File: config.mk
export PLATFORM = sky130hd
export DESIGN_NAME = pwm_capture
export DESIGN_NICKNAME = d
export VERILOG_FILES = /design/src/rtl/pwm_pkg.sv /design/src/rtl/pwm_edge_sync.sv /design/src/rtl/pwm_capture.sv
export SDC_FILE = /design/constraint.sdc
export NUM_CORES = 1
export LEC_CHECK = 0
export BUFFER_PORTS_ARGS = -buffer_cell sky130_fd_sc_hd__clkbuf_2
export CORE_MARGIN = 5
export CORE_UTILIZATION = 33
export DETAILED_ROUTE_END_ITERATION = 10
export SYNTH_ARGS = -nofsm -noshare
export SYNTH_HDL_FRONTEND = slang
export SYNTH_SLANG_ARGS = --single-unit
File: constraint.sdc
create_clock -name clk_i -period 3.2 [get_ports clk_i]
set_input_delay 0.64 -clock clk_i [delete_from_list [all_inputs] [get_ports clk_i]]
set_output_delay 0.64 -clock clk_i [all_outputs]
set_load 0.03 [all_outputs]
File: src/rtl/pwm_pkg.sv
// Shared types and constants for the PWM capture path.
package pwm_pkg;

    typedef enum logic [1:0] {
        CAP_IDLE,
        CAP_MEASURE,
        CAP_STALLED
    } capture_state_t;

    localparam int unsigned SYNC_STAGES = 2;

endpackage

File: src/rtl/pwm_edge_sync.sv
// Pin synchroniser with one extra delay flop; emits the synchronised level and a rise strobe.
module pwm_edge_sync
    import pwm_pkg::*;
(
    input  logic clk_i,
    input  logic reset_i,
    input  logic sig_i,
    output logic level_o,
    output logic rise_o
);

    logic [SYNC_STAGES-1:0] sync_q;
    logic                   dly_q;

    always_ff @(posedge clk_i or posedge reset_i) begin
        if (reset_i) begin
            sync_q <= '0;
            dly_q  <= 1'b0;
        end else begin
            sync_q <= {sync_q[SYNC_STAGES-2:0], sig_i};
            dly_q  <= sync_q[SYNC_STAGES-1];
        end
    end

    assign level_o = sync_q[SYNC_STAGES-1];
    assign rise_o  = sync_q[SYNC_STAGES-1] & ~dly_q;

endmodule

File: src/rtl/pwm_capture.sv
// Measures PWM period and high time in clock cycles, one update per period,
// with stuck-line detection when no rising edge arrives within the counter range.
module pwm_capture
    import pwm_pkg::*;
#(
    parameter int unsigned WIDTH = 8
) (
    input  logic             clk_i,
    input  logic             reset_i,
    input  logic             enable_i,
    input  logic             pwm_in_i,
    output logic             period_start_o,
    output logic             measure_valid_o,
    output logic [WIDTH-1:0] measured_period_o,
    output logic [WIDTH-1:0] measured_duty_o,
    output logic             timeout_o,
    output logic             level_o
);

    localparam logic [WIDTH-1:0] CntMax = '1;
    localparam logic [WIDTH-1:0] CntOne = WIDTH'(1);

    logic level, rise;

    capture_state_t   state_q;
    logic [WIDTH-1:0] period_cnt_q, high_cnt_q;
    logic [WIDTH-1:0] period_q, duty_q;
    logic             start_q, valid_q, timeout_q;

    pwm_edge_sync u_edge_sync (
        .clk_i   (clk_i),
        .reset_i (reset_i),
        .sig_i   (pwm_in_i),
        .level_o (level),
        .rise_o  (rise)
    );

    always_ff @(posedge clk_i or posedge reset_i) begin
        if (reset_i) begin
            state_q      <= CAP_IDLE;
            period_cnt_q <= '0;
            high_cnt_q   <= '0;
            period_q     <= '0;
            duty_q       <= '0;
            start_q      <= 1'b0;
            valid_q      <= 1'b0;
            timeout_q    <= 1'b0;
        end else begin
            start_q <= 1'b0;
            valid_q <= 1'b0;
            // Disable overrides any edge seen this cycle; held results stay visible.
            if (!enable_i) begin
                state_q      <= CAP_IDLE;
                period_cnt_q <= '0;
                high_cnt_q   <= '0;
                timeout_q    <= 1'b0;
            end else begin
                unique case (state_q)
                    CAP_IDLE: begin
                        if (rise) begin
                            state_q      <= CAP_MEASURE;
                            period_cnt_q <= CntOne;
                            high_cnt_q   <= CntOne;
                            start_q      <= 1'b1;
                        end
                    end
                    CAP_MEASURE: begin
                        if (rise) begin
                            period_q     <= period_cnt_q;
                            duty_q       <= high_cnt_q;
                            valid_q      <= 1'b1;
                            start_q      <= 1'b1;
                            period_cnt_q <= CntOne;
                            high_cnt_q   <= CntOne;
                        end else if (period_cnt_q == CntMax) begin
                            state_q   <= CAP_STALLED;
                            timeout_q <= 1'b1;
                        end else begin
                            period_cnt_q <= period_cnt_q + CntOne;
                            high_cnt_q   <= high_cnt_q + WIDTH'(level);
                        end
                    end
                    CAP_STALLED: begin
                        // The partial period is discarded; measuring restarts from this edge.
                        if (rise) begin
                            state_q      <= CAP_MEASURE;
                            period_cnt_q <= CntOne;
                            high_cnt_q   <= CntOne;
                            start_q      <= 1'b1;
                            timeout_q    <= 1'b0;
                        end
                    end
                    default: state_q <= CAP_IDLE;
                endcase
            end
        end
    end

    assign period_start_o    = start_q;
    assign measure_valid_o   = valid_q;
    assign measured_period_o = period_q;
    assign measured_duty_o   = duty_q;
    assign timeout_o         = timeout_q;
    assign level_o           = level;

endmodule

==> flow_summary.json <==
{
  "status": "complete, no violations",
  "fin_crit_sh_pct": 67.53,
  "syn_nets": 153,
  "core_um2": 5439,
  "cp_num_buf_inv": 0,
  "slowest_delay_ps": 770,
  "powerDensity_nw_per_um2": 498.5,
  "ioPinCount": 24,
  "htree_num_levels": 2,
  "vdd_ir_drop_max_uv": 246.3,
  "synth_top_area_share_pct": 55.21,
  "ant_nets": 0,
  "worst_setup_path_end_kind": "flop",
  "r2r_slack_ps": 1040,
  "drive_above_1_share_pct": 32.18,
  "syn_to_final_growth_pct": 17.25,
  "setup_tns_ps": 0,
  "numPortBuffers": 23,
  "rr_worst_depth": 5,
  "grt_max_degree": 22,
  "clock_latency_ps": 290,
  "slew_violations": 0,
  "mostFrequentLayoutCells": "40 x dfrtp_1, 23 x clkbuf_2, 16 x mux2_2",
  "grt_usage_pct": 10.34,
  "yosys_warnings": 0,
  "wirelength_um": 3363,
  "holdCritPathClass": "flop to flop",
  "fin_hold_ws_ps": 352.7,
  "hold_start": "u_edge_sync.sync_q[0]",
  "synthCells": 146,
  "ys_seq_area_share_pct": 55.21,
  "clk_pin_slew_worst_paths_ps": 80,
  "avgSynthCellArea_um2": 12.42,
  "dr_total_vias": 1217,
  "final_common_cell": "dfrtp_1",
  "synth_top_cell_by_area": "dfrtp_1",
  "power_mw": 1.060,
  "layout_min_cycle_time_ps": 2161,
  "yosysUniqueCellTypes": 37,
  "antenna_found_initial": 0,
  "final_nets": 180,
  "diodes": 0,
  "setup_viol": 0,
  "cts_root_buf": "clkbuf_8",
  "start_util_pct": 33.33,
  "multi_input_area_um2": 755.7,
  "path_cells": "ha_1 > and3_1 > a211oi_2 > o211a_1 > a221o_1",
  "grt_pass1_wl_um": 5768,
  "seq_area_um2": 1001,
  "cts_tree": "yes",
  "first_pass_iters": 4,
  "cp_data_required_time_ps": 3430,
  "path_depth": 5,
  "grt_pass1_vias": 1163,
  "relSlewSlack_pct": 40.03,
  "cts_sinks": 40,
  "cp_top_family": "compound AO/OA/AOI/OAI gates",
  "ys.flop_type": "dfrtp_1",
  "crit_type": "flop to flop",
  "syn_area_um2": 1813,
  "synth_edf_count": 0,
  "crit_end": "high_cnt_q[7]",
  "slowest_stage": "a211oi_2",
  "hold_viol": 0,
  "fillers": 534,
  "worst_pin_slew_ps": 897.9,
  "cp_max_fo": 14,
  "route.detailed.drc": 0,
  "die_w_um": 84.12,
  "skew_ps": 2.303,
  "post_cts_buffers": 0,
  "arrival_ps": 2390,
  "viasPerCell": 4.947,
  "critPathLaunchType": "flop",
  "rows": 27,
  "cts_buffer_depth": 2,
  "die_h_um": 84.12,
  "grt_overflow_total": 0,
  "gp_congestion": 0.8028,
  "cts_resized": 0,
  "synth_area_leaders": "dfrtp_1 55%, mux2_2 9.9%, a211o_1 3.4%",
  "cts_hold_buf": 0,
  "die-area_um2": 7076,
  "rsz0062_at_grt": "false",
  "drt_iter0_drc": 88,
  "p_leak_nw": 1.104,
  "wl_per_cell_um": 13.67,
  "rr_startpoint": "period_cnt_q[0]",
  "drv_cap": 0,
  "cts_buffers": 5,
  "place_hpwl_um": 2230,
  "max_freq_mhz": 462.7,
  "rr_endpoint": "high_cnt_q[7]",
  "critPathLaunch": "period_cnt_q[0]",
  "ys_seq_elements": 40,
  "ys_async_sr_fraction_pct": 100.0
}
[how the worst min path moves through the flow]
stage | endpoint | slack (ps) | depth (start not counted)
finish | u_edge_sync.sync_q[1] | 350 | 0
global route | u_edge_sync.sync_q[1] | 390 | 0
CTS | u_edge_sync.sync_q[1] | 350 | 0
detailed placement | u_edge_sync.sync_q[1] | 340 | 0
global placement | u_edge_sync.sync_q[1] | 330 | 0
floorplan | u_edge_sync.sync_q[1] | 330 | 0
[cells by family after synthesis]
group	count (synthesis)	synth area share, %
AOI/OAI and AO/OA	27	13.39
xor gates and xnor gates	3	1.450
adders and majority gates	3	2.071
buffers and inverters	10	3.105
DFF	40	55.21
muxes	17	10.56
and+or+nand+nor	46	14.22
[worst register-to-register path, stage by stage, from the launching register on]
cell      delay [ps]
dfrtp_1          430
ha_1             250
and3_1           280
a211oi_2         770
o211a_1          260
a221o_1          110
[sequential cells by signal, summed over array words and instances, names as in the netlist]
name	count
measured_duty_o	8
high_cnt_q	8
measure_valid_o	1
period_cnt_q	8
u_edge_sync.dly_q	1
timeout_o	1
state_q	2
period_start_o	1
measured_period_o	8
u_edge_sync.sync_q	2
[power breakdown]
group          internal (mW)  switching [mW]  total, mW
Sequential             0.519          0.0105      0.530
Combinational         0.0262          0.0544     0.0807
Clock                  0.275           0.174      0.449
Total                  0.821           0.239       1.06
[layout make-up]
| type | count | area share [%] |
|---|---|---|
| Tap cell | 72 | 4.238 |
| Sequential cell | 40 | 47.09 |
| Clock inverter | 1 | 1.413 |
| Multi-Input combinational cell | 96 | 35.55 |
| Timing Repair Buffer | 26 | 6.474 |
| Clock buffer | 7 | 4.532 |
| Inverter | 4 | 0.7063 |
[through the flow]
stage / worst slack [ps] / util, % / instances / instance area [um^2]
3_3_place_gp: 1085 / 36.76 / 238 / 1999
2_1_floorplan: 1387 / - / 146 / 1813
6_report: 1039 / 39.08 / 246 / 2126
5_1_grt: 964.2 / 39.08 / 246 / 2126
4_1_cts: 1051 / 39.08 / 246 / 2126
3_5_place_dp: 1057 / 36.76 / 238 / 1999
[per-layer routing]
metal	routed length [um]	GRT usage, %	vias to the layer above
li1	-	-	592
met1	1605	13.50	598
met2	1591	15.35	25
met3	140	4.146	2
met4	25	3.947	0
met5	0	0	-
[Yosys cell counts, types with 3 or more instances]
cell type / number
inv_1: 4
a221o_1: 3
mux2_2: 16
nand2_1: 9
a22o_1: 4
a21oi_1: 3
a211o_1: 7
xnor2_1: 3
dfrtp_1: 40
nor2b_1: 3
buf_2: 3
nor3_1: 7
ha_1: 3
and3_1: 9
nor2_1: 4
(Power assumes the default switching activity.)
